==> src/rtl/crypto_sched.sv <==
// Two-requester round-robin front end for the shared 16-bit crypto core.
// Sequences core reset/start/wait per job and returns results on one tagged response channel.
module crypto_sched #(
  parameter int RST_CYCLES = 2,
  parameter int BGN_CYCLES = 10,
  parameter int TIMEOUT    = 255
) (
  input  logic        clk,
  input  logic        rst,
  input  logic        req0_valid,
  output logic        req0_ready,
  input  logic [1:0]  req0_mode,
  input  logic [15:0] req0_key,
  input  logic [15:0] req0_data,
  input  logic        req1_valid,
  output logic        req1_ready,
  input  logic [1:0]  req1_mode,
  input  logic [15:0] req1_key,
  input  logic [15:0] req1_data,
  output logic        rsp_valid,
  input  logic        rsp_ready,
  output logic        rsp_id,
  output logic        rsp_err,
  output logic [15:0] rsp_data,
  output logic [15:0] rsp_key,
  output logic        crypto_rst_n,
  output logic        crypto_bgn,
  output logic [1:0]  crypto_mode,
  output logic [15:0] crypto_key,
  output logic [15:0] crypto_data,
  input  logic        crypto_fin,
  input  logic [15:0] crypto_key_out,
  input  logic [15:0] crypto_data_out,
  output logic        busy
);

  typedef enum logic [2:0] {IDLE, CRST, START, WAIT, RESP} state_t;

  localparam logic [15:0] L_RST_LAST = 16'(RST_CYCLES - 1);
  localparam logic [15:0] L_BGN_LAST = 16'(BGN_CYCLES - 1);
  localparam logic [15:0] L_TIMEOUT  = 16'(TIMEOUT);

  state_t      r_state;
  logic        r_last;
  logic [15:0] r_cnt;
  logic        r_crst_n;
  logic        r_bgn;
  logic [1:0]  r_cmode;
  logic [15:0] r_ckey;
  logic [15:0] r_cdata;
  logic        r_rsp_valid;
  logic        r_rsp_id;
  logic        r_rsp_err;
  logic [15:0] r_rsp_data;
  logic [15:0] r_rsp_key;

  logic        w_idle;
  logic        w_take0;
  logic        w_take1;
  logic        w_take;
  logic [1:0]  w_mode;
  logic [15:0] w_key;
  logic [15:0] w_data;
  logic        w_legal;
  logic        w_wait_done;

  // Each ready looks only at the other requester's valid, so no valid->ready loop exists.
  assign w_idle     = (r_state == IDLE) && !rst;
  assign req0_ready = w_idle && (!req1_valid || r_last);
  assign req1_ready = w_idle && (!req0_valid || !r_last);

  assign w_take0 = req0_valid && req0_ready;
  assign w_take1 = req1_valid && req1_ready;
  assign w_take  = w_take0 || w_take1;
  assign w_mode  = w_take1 ? req1_mode : req0_mode;
  assign w_key   = w_take1 ? req1_key  : req0_key;
  assign w_data  = w_take1 ? req1_data : req0_data;
  assign w_legal = (w_mode == 2'b01) || (w_mode == 2'b10);

  // Fin takes priority over an expiring timeout in the same cycle.
  assign w_wait_done = crypto_fin || (r_cnt == L_TIMEOUT);

  always_ff @(posedge clk) begin
    if (rst) begin
      r_state     <= IDLE;
      r_last      <= 1'b1;
      r_cnt       <= '0;
      r_crst_n    <= 1'b1;
      r_bgn       <= 1'b0;
      r_cmode     <= '0;
      r_ckey      <= '0;
      r_cdata     <= '0;
      r_rsp_valid <= 1'b0;
      r_rsp_id    <= 1'b0;
      r_rsp_err   <= 1'b0;
      r_rsp_data  <= '0;
      r_rsp_key   <= '0;
    end else begin
      case (r_state)
        IDLE: begin
          if (w_take) begin
            r_last   <= w_take1;
            r_rsp_id <= w_take1;
            r_cnt    <= '0;
            if (w_legal) begin
              r_state  <= CRST;
              r_crst_n <= 1'b0;
              r_cmode  <= w_mode;
              r_ckey   <= w_key;
              r_cdata  <= w_data;
            end else begin
              r_state     <= RESP;
              r_rsp_valid <= 1'b1;
              r_rsp_err   <= 1'b1;
              r_rsp_data  <= '0;
              r_rsp_key   <= '0;
            end
          end
        end
        CRST: begin
          if (r_cnt == L_RST_LAST) begin
            r_state  <= START;
            r_cnt    <= '0;
            r_crst_n <= 1'b1;
            r_bgn    <= 1'b1;
          end else begin
            r_cnt <= r_cnt + 16'd1;
          end
        end
        START: begin
          if (r_cnt == L_BGN_LAST) begin
            r_state <= WAIT;
            r_cnt   <= '0;
            r_bgn   <= 1'b0;
          end else begin
            r_cnt <= r_cnt + 16'd1;
          end
        end
        WAIT: begin
          if (w_wait_done) begin
            r_state     <= RESP;
            r_rsp_valid <= 1'b1;
            r_rsp_err   <= !crypto_fin;
            r_rsp_data  <= crypto_fin ? crypto_data_out : 16'h0000;
            r_rsp_key   <= crypto_fin ? crypto_key_out  : 16'h0000;
            r_crst_n    <= crypto_fin;
            r_cmode     <= '0;
            r_ckey      <= '0;
            r_cdata     <= '0;
          end else begin
            r_cnt <= r_cnt + 16'd1;
          end
        end
        RESP: begin
          // Ends the one-cycle core reset pulse that follows an abort.
          r_crst_n <= 1'b1;
          if (rsp_ready) begin
            r_rsp_valid <= 1'b0;
            r_state     <= IDLE;
          end
        end
        default: r_state <= IDLE;
      endcase
    end
  end

  assign rsp_valid    = r_rsp_valid;
  assign rsp_id       = r_rsp_id;
  assign rsp_err      = r_rsp_err;
  assign rsp_data     = r_rsp_data;
  assign rsp_key      = r_rsp_key;
  assign crypto_rst_n = r_crst_n && !rst;
  assign crypto_bgn   = r_bgn;
  assign crypto_mode  = r_cmode;
  assign crypto_key   = r_ckey;
  assign crypto_data  = r_cdata;
  assign busy         = (r_state != IDLE);

endmodule

==> config.mk <==
export PLATFORM = sky130hd
export DESIGN_NAME = crypto_sched
export DESIGN_NICKNAME = d
export VERILOG_FILES = /design/src/rtl/crypto_sched.sv
export SDC_FILE = /design/constraint.sdc
export NUM_CORES = 1
export LEC_CHECK = 0
export BUFFER_PORTS_ARGS = -buffer_cell sky130_fd_sc_hd__buf_2
export CAP_MARGIN = 20
export CORE_MARGIN = 2
export CORE_UTILIZATION = 49
export DETAILED_ROUTE_END_ITERATION = 16
export GPL_ROUTABILITY_DRIVEN = 0
export PLACE_DENSITY_LB_ADDON = 0.15
export SKIP_LAST_GASP = 1
export SLEW_MARGIN = 20
export SYNTH_ARGS = -nofsm -noshare
export SYNTH_HDL_FRONTEND = slang
export SYNTH_SLANG_ARGS = --single-unit
==> constraint.sdc <==
create_clock -name clk -period 2.6 [get_ports clk]
set_input_delay 0.13 -clock clk [delete_from_list [all_inputs] [get_ports clk]]
set_output_delay 0.13 -clock clk [all_outputs]
set_load 0.01 [all_outputs]
-- Word-level counts from Yosys, hierarchy flattened
Cells that the tools add are included.
- bits of input ports: 106
- bits in registers: 91
- add/sub/neg operators: 1
- equality and inequality tests: 17
- muxes and demuxes: 48
- reduce and logical (&&, ||, !) cells: 31
- operators with widths (cell ; number):
    2-to-1 mux 16 bit ; 17
    one-hot mux 16 bit (2 select lines) ; 4
    one-hot mux 16 bit (4 select lines) ; 1
    2-to-1 mux 3 bit ; 6
    adder 16 x 1 -> 16 bit, second input constant ; 1
    equality test 16 x 1 -> 1 bit, second input constant ; 1
    equality test 16 x 4 -> 1 bit, second input constant ; 1
    equality test 16 x 8 -> 1 bit, second input constant ; 1
    != test 2 bit, second input constant ; 8
    one-hot mux 3 bit (5 select lines) ; 1
    AND reduction 5 bit ; 3
    2-to-1 mux 1 bit ; 10
    2-to-1 mux 2 bit ; 4
    AND reduction 4 bit ; 2
    nonzero test 4 bit ; 2
    equality test 3 x 2 -> 1 bit, second input constant ; 2
    logical AND 1 bit ; 6
    AND reduction 3 bit ; 2
    nonzero test 3 bit ; 2
    zero test 1 bit ; 5
    logical OR 1 bit ; 5
    one-hot mux 1 bit (2 select lines) ; 2
    one-hot mux 1 bit (4 select lines) ; 1
    one-hot mux 2 bit (2 select lines) ; 1
    8 further kinds ; 9

-- Depth between registers and ports, before layout
Gate-level depths: netlist of run 1.
- depth after elaboration: 10
- mapped depth: 8

-- Worst setup path before layout of run 1
No wires, ideal clock.
- path kind: register to register
- from: reg r_cnt[0]
- to: reg r_cdata[10], in the netlist crypto_data[10]
- library setup time: 0.121 ns
- period minus slack after synthesis: 1.976 ns
- arrival time: 1.855 ns
- setup slack: 0.624 ns
- cell stages (with the launch flop): 8
- path buffers: 1
- path through: dfxtp_1 > ha_1 > and4_4 > and4_4 > o41ai_4 > nor2_4 > buf_6 > mux2_4
- word-level cells in the longest chain between the ends: 4
- RTL lines (what ; line ; text):
    start, declared ; 45 ; logic [15:0] r_cnt;
    start signal, assigned ; 127 ; r_cnt <= r_cnt + 16'd1;
    start signal, assigned ; 136 ; r_cnt <= r_cnt + 16'd1;
    start signal, assigned ; 151 ; r_cnt <= r_cnt + 16'd1;
    equality test 16 x 8 -> 1 bit ; 81 ; assign w_wait_done = crypto_fin || (r_cnt == L_TIMEOUT);
    logical OR 1 bit ; 81 ;
    != test 2 bit (no source line) ; - ;
    AND reduction 4 bit (no source line) ; - ;
    end signal, assigned ; 110 ; r_cdata <= w_data;
    end, declared ; 50 ; logic [15:0] r_cdata;
Every way passes these cells.
A chain may end at the register's enable or synchronous reset.

-- Worst setup path after layout of run 1
- from: reg r_cnt[0]
- to: reg r_cnt[1]
- word-level cells in the longest chain between the ends: 4
- elaborated cells on any way between the ends: 11
- classes of those cells: add/sub: 1; eq/ne: 4; mux: 4; reduce/logical: 2
- RTL lines (what):
    parallel branches: the longest is 4 deep, another holds adder 16 x 1 -> 16 bit
Several ways; the timed one is not identified. The select of a mux whose other input is x is not followed.

==> results of run 1 <==
## registers in the layout, indices dropped and copies added, names as in the netlist
| signal | flops |
|---|---|
| rsp_err | 1 |
| r_last | 1 |
| rsp_data | 16 |
| crypto_key | 16 |
| r_state | 3 |
| rsp_valid | 1 |
| r_cnt | 16 |
| crypto_bgn | 1 |
| rsp_id | 1 |
| crypto_data | 16 |
| rsp_key | 16 |
| r_crst_n | 1 |
| crypto_mode | 2 |
## path summary, 6_finish.rpt
kind | endpoint | slack [ps] | depth (start not counted)
hold reg to reg | rsp_valid$_SDFFE_PP0P_ | 460 | 2
setup reg to reg | r_cnt[1]$_SDFFE_PP0P_ | 210 | 6
hold / removal | rsp_key[3]$_SDFFE_PP0P_ | 20 | 2
setup / recovery | r_cnt[1]$_SDFFE_PP0P_ | 210 | 6
## placed cells by master (no fill, tap or decap), types with 2 or more instances in the layout
cell type        n
mux2i_1          3
and4_4           2
clkbuf_8         9
nor2b_1         36
dlygate4sd3_1   31
inv_8            3
nor3_4           2
nor2_1          14
nand2_1         81
nor2_2           2
o22a_1           3
a221oi_1         2
ha_1             2
a41oi_1          2
or4_1            7
buf_4           10
inv_1            7
o31ai_1          7
o21ai_0          9
and2_1           2
dfxtp_1         91
nand4_1          3
mux2_2           3
clkinv_4         3
nor4_2           2
o21bai_1         3
o211ai_1         4
xor2_1           7
a21oi_1         44
nand2b_1         2
nor3_1           9
o21a_1           3
buf_12           2
nor4_1           2
mux2_4          30
a22o_1          32
a211o_1          3
nand3_1         14
buf_2          179
## stage by stage
stage	hold slack (ps)	total power, mW	utilization	setup slack, ps	instance area (µm²)
6_report	23.6	4.44	0.658	212	6020
4_1_cts	3.15	4.47	0.658	241	6020
3_3_place_gp	345	3.45	0.602	374	5510
5_1_grt	9.17	4.72	0.658	74.9	6020
3_5_place_dp	351	3.47	0.602	265	5510
2_1_floorplan	241	3.02	-	624	4580
## power groups by stage
stage                     clock network [mW]  registers [mW]  logic [mW]
after floorplan                            0            1.80        1.22
after global placement                     0            1.75        1.69
after detailed placement                   0            1.76        1.71
after CTS                              0.985            1.73        1.76
after global routing                    1.04            1.76        1.92
final                                  0.956            1.73        1.76
## repair_timing
| action | in CTS | in global routing |
|---|---|---|
| gates resized for setup | 0 | 0 |
| setup endpoints to repair | 0 | 0 |
| endpoints found under the hold margin | 31 | 0 |
| hold buffers | 31 | 0 |
| setup buffers | 0 | 0 |
## routing by layer
metal	track usage	vias to the layer above	wire (µm)
met1	0.323	2024	5490
met4	0.0875	0	276
li1	-	2163	-
met2	0.392	156	5870
met5	0	-	0
met3	0.0388	21	677
## kinds of logic (layout without fill, tap and decap cells)
logic type	Yosys count	after routing	share of synthesized area
XOR/XNOR	7	7	0.0134
AND/OR/NAND/NOR	186	186	0.209
multiplexers	36	36	0.112
buffers and inverters	41	246	0.0541
AO/OA/AOI/OAI	129	129	0.208
flip-flops	91	91	0.398
adder cells (fa/ha/maj)	2	2	0.00546
## area by class of cell
type / count / area (µm²)
tap: 111 / 139
timing repair buffer: 222 / 1320
multi-input combinational: 360 / 2510
fill: 768 / 3130
sequential: 91 / 1820
clock inverter: 7 / 76.3
clock buffer: 9 / 124
inverter: 8 / 30.0
## critical path, stage by stage, from the launching register on
cell and delay [ps]:
dfxtp_1 460, ha_1 280, and4_4 250, a41oi_2 170, o21ai_2 680, mux2_2 410, nor2_1 80
==> run summary, run 1 <==
Finished Layout Cells -> 808
H-tree depth -> 3
Int Power -> 2.77 mW
Seq cells post-synth -> 91
syn nets -> 600
arrival time worst endpoint -> 2690 ps
Starting Density -> 0.500
Seq/Total Area, Yosys -> 0.398
Worst-path clk slew -> 100 ps
Worst-Margin Slew -> 800 ps
initial antenna violation count -> 0
Port Buffer Count -> 179
CTS tree -> yes
status -> finished, final reports clean
leading area contributor after synthesis -> dfxtp_1
Die X -> 101 µm
area share of the largest cell type after synthesis -> 0.398
CP startpoint -> r_cnt[0]$_SDFFE_PP0P_
switch share -> 0.376
layout cells sized above 1 -> 0.374
Period minus WS final -> 2390 ps
die height -> 101 µm
RSZ-0062 raised after global routing -> no
Core Rows -> 35
CTS Sinks -> 91
Cell variety after synth -> 63
Detailed Route WL -> 12.3 mm
initial drt markers -> 149
deepest clock path buffer count -> 2
EDFF count, synth -> 0
Seq pwr share -> 0.389
Placeable Area -> 9150 µm²
GRT Total Usage -> 0.241
relative slew slack -> 0.467
main area contributors after synthesis -> dfxtp_1 (40%), mux2_4 (9.8%), nand2_1 (6.6%)
clock power share -> 0.215
hold crit path type -> in2reg
first-pass GRT wire length -> 19.8 mm
vias in the first global route -> 4086
TritonCTS buffer count -> 9
Final TNS setup -> 0 ps
wire length per cell -> 15.2 µm
total gr overflow -> 0
Logic pwr share -> 0.395
Post-Place Cells -> 761
peak supply drop -> 393 µV
DR DRC count -> 0
TritonRoute pass-1 iters -> 5
NumNets Final -> 800
Async S/R FF share, synth -> 0
CP Class -> reg2reg
Top FF cell, synth -> dfxtp_1
vias per inst -> 5.40
period utilisation layout -> 0.918
clock skew -> 16.0 ps
Max Cap Violations -> 0
Avg Cell Area, Syn -> 9.31 µm²
Pleak -> 2.77 nW
warnings from Yosys -> 0
final setup fails -> 0
Hold Crit Start -> crypto_key_out[3]
reg-to-reg startpoint -> r_cnt[0]$_SDFFE_PP0P_
I/O Pins -> 180
sw power -> 1.67 mW
max frequency -> 419 MHz
CP Max Fanout -> 22
Routed Antenna Nets -> 0
Layout area overhead -> 31.6%
CTS Root Cell -> clkbuf_8
clk_lat worst skew -> 370 ps
Commonest cells post-synth -> dfxtp_1 (91), nand2_1 (81), a21oi_1 (44)
Die Area -> 10100 µm²
Detail Placement HPWL -> 8.39 mm
largest net degree at the start of global routing -> 48
kind of start point of the critical path -> register
mapped cell area -> 4580 µm²
ANT cells -> 0
WP data required -> 2900 ps
Vias -> 4364
power density over the cells -> 737 nW/µm²
critical path capture point type -> register
top-count cell post-synth -> dfxtp_1
final hold viol count -> 0
Post-Syn Instances -> 492
Slew Viols, Final -> 0
(Power assumes the default switching activity.)
==> run 2, diff against run 1 <==
==> constraint.sdc (replaced) <==
create_clock -name clk -period 2.6 [get_ports clk]
set_input_delay 0.39 -clock clk [delete_from_list [all_inputs] [get_ports clk]]
set_output_delay 0.39 -clock clk [all_outputs]
set_load 0.01 [all_outputs]
==> run 2 against run 1 <==
Via count is 3.8% lower. Sequential share of layout area is 1.5 points higher. Flip-flop and latch count unchanged. Highest routed layer unchanged.
==> run summary, run 2 (same netlist as run 1, synthesis figures left out) <==
Reg2Reg Capture Point -> r_cnt[9]$_SDFFE_PP0P_ (was r_cnt[1]$_SDFFE_PP0P_)
max frequency -> 439 MHz (was 419 MHz)
NumNets Final -> 771 (was 800)
Seq pwr share -> 0.391 (was 0.389)
die height -> 101 µm (unchanged)
Die X -> 101 µm (unchanged)
CP max stage delay -> 500 ps (was 680 ps)
vias per inst -> 5.39 (was 5.40)
Min-Delay Endpoint -> rsp_key[15]$_SDFFE_PP0P_ (was rsp_key[3]$_SDFFE_PP0P_)
Max Cap Violations -> 0 (unchanged)
Worst Hold Depth -> 2 (unchanged)
FILL cells -> 805 (was 768)
critical path capture point type -> register (unchanged)
wire length per cell -> 14.7 µm (was 15.2 µm)
Vias -> 4199 (was 4364)
Final TNS setup -> 0 ps (unchanged)
worst hold margin -> 233 ps (was 23.6 ps)
Routed Antenna Nets -> 0 (unchanged)
total gr overflow -> 0 (unchanged)
relative slew slack -> 0.670 (was 0.467)
initial antenna violation count -> 0 (unchanged)
vias in the first global route -> 3715 (was 4086)
deepest clock path buffer count -> 2 (unchanged)
Hold Crit Start -> crypto_key_out[15] (was crypto_key_out[3])
Core Rows -> 35 (unchanged)
clock skew -> 11.2 ps (was 16.0 ps)
Detail Placement HPWL -> 8.38 mm (was 8.39 mm)
clk_lat worst skew -> 370 ps (about the same)
period utilisation layout -> 0.877 (was 0.918)
Die Area -> 10100 µm² (unchanged)
CP top delay family -> simple AND/OR/NAND/NOR gates (was compound AO/OA/AOI/OAI gates)
Period minus WS final -> 2280 ps (was 2390 ps)
clock power share -> 0.217 (was 0.215)
kind of start point of the critical path -> register (unchanged)
initial drt markers -> 227 (was 149)
I/O Pins -> 180 (unchanged)
H-tree depth -> 3 (unchanged)
Post-CTS Resized -> 0 (unchanged)
status -> finished, final reports clean (unchanged)
TritonRoute pass-1 iters -> 4 (was 5)
WP data required -> 2890 ps (was 2900 ps)
CP bufs+invs -> 1 (was 0)
arrival time worst endpoint -> 2570 ps (was 2690 ps)
Pleak -> 2.66 nW (was 2.77 nW)
GRT Total Usage -> 0.216 (was 0.241)
# Post-CTS Setup Buffers -> 0 (unchanged)
largest net degree at the start of global routing -> 43 (was 48)
r2r worst-path depth -> 7 (was 6)
Starting Density -> 0.500 (unchanged)
Worst-path clk slew -> 100 ps (about the same)
most common cell after layout, fill and taps aside -> buf_2 (unchanged)
layout cells sized above 1 -> 0.394 (was 0.374)
commonest cells after routing, fill and taps aside -> buf_2 (179), dfxtp_1 (91), nand2_1 (81) (unchanged)
R2R setup slack -> 320 ps (was 210 ps)
CP Class -> reg2reg (unchanged)
Worst-Margin Slew -> 494 ps (was 800 ps)
Placeable Area -> 9150 µm² (unchanged)
hold crit path type -> in2reg (unchanged)
DR DRC count -> 0 (unchanged)
final hold viol count -> 0 (unchanged)
CP Max Fanout -> 15 (was 22)
crit path max-delay cell type -> or4_1 (was o21ai_2)
Port Buffer Count -> 179 (unchanged)
RSZ-0062 raised after global routing -> no (unchanged)
CTS Root Cell -> clkbuf_8 (unchanged)
Slew Viols, Final -> 0 (unchanged)
post-route cell area -> 5740 µm² (was 6020 µm²)
first-pass GRT wire length -> 17.7 mm (was 19.8 mm)
CP cell instances -> ha_1 -> and4_4 -> a41oi_2 -> o21ai_2 -> buf_4 -> or4_1 -> a21oi_1 (was ha_1 -> and4_4 -> a41oi_2 -> o21ai_2 -> mux2_2 -> nor2_1)
Placement Cell Area -> 5540 µm² (was 5510 µm²)
CTS tree -> yes (unchanged)
Detailed Route WL -> 11.4 mm (was 12.3 mm)
sw power -> 1.65 mW (was 1.67 mW)
CTS Sinks -> 91 (unchanged)
ANT cells -> 0 (unchanged)
peak supply drop -> 533 µV (was 393 µV)
TritonCTS buffer count -> 9 (unchanged)
Logic pwr share -> 0.392 (was 0.395)
final setup fails -> 0 (unchanged)
power density over the cells -> 768 nW/µm² (was 737 nW/µm²)
Int Power -> 2.76 mW (was 2.77 mW)
cts hold-fix bufs -> 0 (was 31)
Layout area overhead -> 25.4% (was 31.6%)
reg-to-reg startpoint -> r_cnt[0]$_SDFFE_PP0P_ (unchanged)
switch share -> 0.374 (was 0.376)
## run 2: cell types whose count changed in the layout (fill, tap and decap cells not counted)
cell / delta
inv_6: +2
dlygate4sd3_1: -31
buf_12: +1
clkinv_4: -2
buf_4: +1
## run 2: layout make-up
cell class	instances	area, µm²	share of cell area
tap	111	139	0.0242
inverter	8	30.0	0.00523
sequential	91	1820	0.317
clock inverter	7	76.3	0.0133
timing repair buffer	193	1040	0.181
clock buffer	9	124	0.0216
multi-input combinational	360	2510	0.438
## run 2: worst max path at each step
stage | startpoint | endpoint | slack [ps] | depth (start not counted)
2_1_floorplan | r_cnt[0]$_SDFFE_PP0P_ | crypto_data[10]$_SDFFE_PP0P_ | 620 | 7
3_3_place_gp | r_cnt[0]$_SDFFE_PP0P_ | r_cnt[9]$_SDFFE_PP0P_ | 440 | 7
3_5_place_dp | r_cnt[0]$_SDFFE_PP0P_ | r_cnt[9]$_SDFFE_PP0P_ | 360 | 7
4_1_cts | r_cnt[0]$_SDFFE_PP0P_ | r_cnt[9]$_SDFFE_PP0P_ | 340 | 7
5_1_grt | r_cnt[0]$_SDFFE_PP0P_ | r_cnt[9]$_SDFFE_PP0P_ | 150 | 7
6_report | r_cnt[0]$_SDFFE_PP0P_ | r_cnt[9]$_SDFFE_PP0P_ | 320 | 7
## run 2: power groups by stage
stage          Clock (mW)  Combinational [mW]  Sequential, mW
4_1_cts             0.985                1.74            1.72
6_report            0.955                1.73            1.72
2_1_floorplan           0                1.22            1.80
3_3_place_gp            0                1.71            1.75
3_5_place_dp            0                1.73            1.76
5_1_grt              1.04                1.89            1.75
## run 2: metrics by stage
| step | power (mW) | util | instances | setup slack (ps) |
|---|---|---|---|---|
| 2_1_floorplan | 3.02 | - | 492 | 624 |
| 3_3_place_gp | 3.46 | 0.605 | 763 | 443 |
| 3_5_place_dp | 3.49 | 0.605 | 763 | 356 |
| 4_1_cts | 4.45 | 0.627 | 779 | 341 |
| 5_1_grt | 4.68 | 0.627 | 779 | 148 |
| 6_report | 4.41 | 0.627 | 779 | 320 |
## run 2: metal layers
layer	GRT usage	share of wire
met1	0.295	0.46
met5	0	0
met3	0.0506	0.063
met4	0.0632	0.014
met2	0.342	0.46
==> run 3, diff against run 2 <==
--- a/config.mk
+++ b/config.mk
@@ -7,6 +7,7 @@
 export LEC_CHECK = 0
 export BUFFER_PORTS_ARGS = -buffer_cell sky130_fd_sc_hd__buf_2
 export CAP_MARGIN = 20
+export CORE_ASPECT_RATIO = 0.6
 export CORE_MARGIN = 2
 export CORE_UTILIZATION = 49
 export DETAILED_ROUTE_END_ITERATION = 16
==> run 3 against run 2 <==
Die area grew 0.24%. Non-clock buffer count grew 2. Setup slack gained 16 ps. Final cell count grew 0.90%. Flip-flop and latch count is the same. Clock skew shrank 7.0 ps. Cell area grew 1.5%. Routed wire length grew 4.5%. Maximum frequency grew 0.71%. Clock power grew 29%. Power grew 7.2%. Critical endpoint is now crypto_key[12]$_SDFFE_PP0P_. Highest routed layer unchanged.
==> run summary, run 3 (same netlist as run 1, synthesis figures left out) <==
status -> finished, final reports clean (unchanged)
pre-CTS setup slack -> 317 ps (was 356 ps)
Port Buffer Count -> 179 (unchanged)
RSZ-0062 raised after global routing -> no (unchanged)
Hold Crit Start -> crypto_data_out[5] (was crypto_key_out[15])
Vias -> 4205 (was 4199)
final core occ -> 0.639 (was 0.627)
Worst-path clk slew -> 70 ps (was 100 ps)
I/O Pins -> 180 (unchanged)
r2r worst-path depth -> 5 (was 7)
Max Cap Violations -> 0 (unchanged)
first-pass GRT wire length -> 18.9 mm (was 17.7 mm)
critical path capture point type -> register (unchanged)
H-tree depth -> 3 (unchanged)
DR DRC count -> 0 (unchanged)
Slew Viols, Final -> 0 (unchanged)
CTS tree -> yes (unchanged)
Layout area overhead -> 27.2% (was 25.4%)
GRT Total Usage -> 0.234 (was 0.216)
vias in the first global route -> 3987 (was 3715)
CP max stage delay -> 650 ps (was 500 ps)
final hold viol count -> 0 (unchanged)
Reg2Reg Capture Point -> crypto_key[12]$_SDFFE_PP0P_ (was r_cnt[9]$_SDFFE_PP0P_)
clock power share -> 0.261 (was 0.217)
TritonRoute pass-1 iters -> 5 (was 4)
Detailed Route WL -> 11.9 mm (was 11.4 mm)
vias per inst -> 5.35 (was 5.39)
Int Power -> 3.05 mW (was 2.76 mW)
Routed Antenna Nets -> 0 (unchanged)
most common cell after layout, fill and taps aside -> buf_2 (unchanged)
clock skew -> 4.25 ps (was 11.2 ps)
die height -> 78.9 µm (was 101 µm)
post-route cell area -> 5830 µm² (was 5740 µm²)
Placement Cell Area -> 5540 µm² (about the same)
Final TNS setup -> 0 ps (unchanged)
Pleak -> 2.69 nW (was 2.66 nW)
TritonCTS buffer count -> 9 (unchanged)
Placeable Area -> 9120 µm² (was 9150 µm²)
deepest clock path buffer count -> 2 (unchanged)
CP startpoint -> r_state[1]$_SDFFE_PP0P_ (was r_cnt[0]$_SDFFE_PP0P_)
CTS Root Cell -> clkbuf_16 (was clkbuf_8)
ANT cells -> 0 (unchanged)
R2R setup slack -> 340 ps (was 320 ps)
layout cells sized above 1 -> 0.396 (was 0.394)
switch share -> 0.355 (was 0.374)
Seq pwr share -> 0.363 (was 0.391)
cts hold-fix bufs -> 0 (unchanged)
reg-to-reg startpoint -> r_state[1]$_SDFFE_PP0P_ (was r_cnt[0]$_SDFFE_PP0P_)
NumNets Final -> 773 (was 771)
FILL cells -> 819 (was 805)
Worst-Margin Slew -> 589 ps (was 494 ps)
final setup fails -> 0 (unchanged)
clk_lat worst skew -> 340 ps (was 370 ps)
worst hold margin -> 265 ps (was 233 ps)
Worst Hold Depth -> 2 (unchanged)
Starting Density -> 0.502 (was 0.500)
Core Rows -> 27 (was 35)
power density over the cells -> 811 nW/µm² (was 768 nW/µm²)
initial drt markers -> 239 (was 227)
CP Max Fanout -> 32 (was 15)
peak supply drop -> 385 µV (was 533 µV)
Post-CTS Resized -> 0 (unchanged)
# Post-CTS Setup Buffers -> 0 (unchanged)
WP data required -> 2830 ps (was 2890 ps)
max frequency -> 442 MHz (was 439 MHz)
initial antenna violation count -> 0 (unchanged)
CP Class -> reg2reg (unchanged)
crit path max-delay cell type -> dfxtp_1 (was or4_1)
arrival time worst endpoint -> 2490 ps (was 2570 ps)
sw power -> 1.68 mW (was 1.65 mW)
final setup margin -> 336 ps (was 320 ps)
total gr overflow -> 0 (unchanged)
Min-Delay Endpoint -> rsp_data[5]$_SDFFE_PP0P_ (was rsp_key[15]$_SDFFE_PP0P_)
largest net degree at the start of global routing -> 35 (was 43)
hold crit path type -> in2reg (unchanged)
commonest cells after routing, fill and taps aside -> buf_2 (179), dfxtp_1 (91), nand2_1 (81) (unchanged)
Detail Placement HPWL -> 8.93 mm (was 8.38 mm)
Period minus WS final -> 2260 ps (was 2280 ps)
Die Area -> 10200 µm² (was 10100 µm²)
CTS Sinks -> 91 (unchanged)
CP cell instances -> nand2_2 -> nor2_2 -> or2_2 -> a21oi_1 -> mux2_4 (was ha_1 -> and4_4 -> a41oi_2 -> o21ai_2 -> buf_4 -> or4_1 -> a21oi_1)
kind of start point of the critical path -> register (unchanged)
relative slew slack -> 0.608 (was 0.670)
Die X -> 129 µm (was 101 µm)
Logic pwr share -> 0.376 (was 0.392)
period utilisation layout -> 0.871 (was 0.877)
wire length per cell -> 15.2 µm (was 14.7 µm)
[run 3: cell types whose count changed in the layout (fill, tap and decap cells not counted), sizes merged]
cell      before  now
inv           13   10
buf          193  195
clkinvlp       0    2
clkinv         2    3
[run 3: power groups by stage]
stage	clock network, mW	logic (mW)	registers [mW]
2_1_floorplan	0	1.22	1.80
3_3_place_gp	0	1.73	1.74
3_5_place_dp	0	1.78	1.74
4_1_cts	1.27	1.78	1.71
5_1_grt	1.33	1.93	1.74
6_report	1.23	1.78	1.72
[run 3: layer usage]
| layer | share of wire | global-route usage |
|---|---|---|
| met4 | 0.017 | 0.0750 |
| met2 | 0.44 | 0.367 |
| met3 | 0.089 | 0.0687 |
| met1 | 0.46 | 0.310 |
| met5 | 0 | 0 |
[run 3: worst max-delay path by stage]
stage | end | slack [ps] | depth (start not counted)
after floorplan | crypto_data[10]$_SDFFE_PP0P_ | 620 | 7
after global placement | crypto_key[12]$_SDFFE_PP0P_ | 410 | 7
after detailed placement | crypto_key[2]$_SDFFE_PP0P_ | 320 | 5
after CTS | req1_ready | 340 | 4
after global routing | crypto_key[12]$_SDFFE_PP0P_ | 120 | 5
final | crypto_key[12]$_SDFFE_PP0P_ | 340 | 5
[run 3: critical path: cells and delay by family, from the launching register on]
| kind | cells | cell delay (ps) |
|---|---|---|
| AOI/OAI and AO/OA | 1 | 130 |
| DFF | 1 | 650 |
| muxes | 1 | 280 |
| and+or+nand+nor | 3 | 1070 |
[run 3: per-stage QoR]
| stage | total power [mW] | cells |
|---|---|---|
| global placement | 3.47 | 770 |
| floorplan | 3.02 | 492 |
| finish | 4.73 | 786 |
| detailed placement | 3.51 | 770 |
| global route | 5.00 | 786 |
| CTS | 4.77 | 786 |
[run 3: cell type report]
class	count	area, µm²	area share
multi-input combinational	360	2510	0.431
sequential	91	1820	0.313
timing repair buffer	195	1030	0.177
clock buffer	9	225	0.0387
tap	116	145	0.0249
clock inverter	7	62.6	0.0107
inverter	8	30.0	0.00515
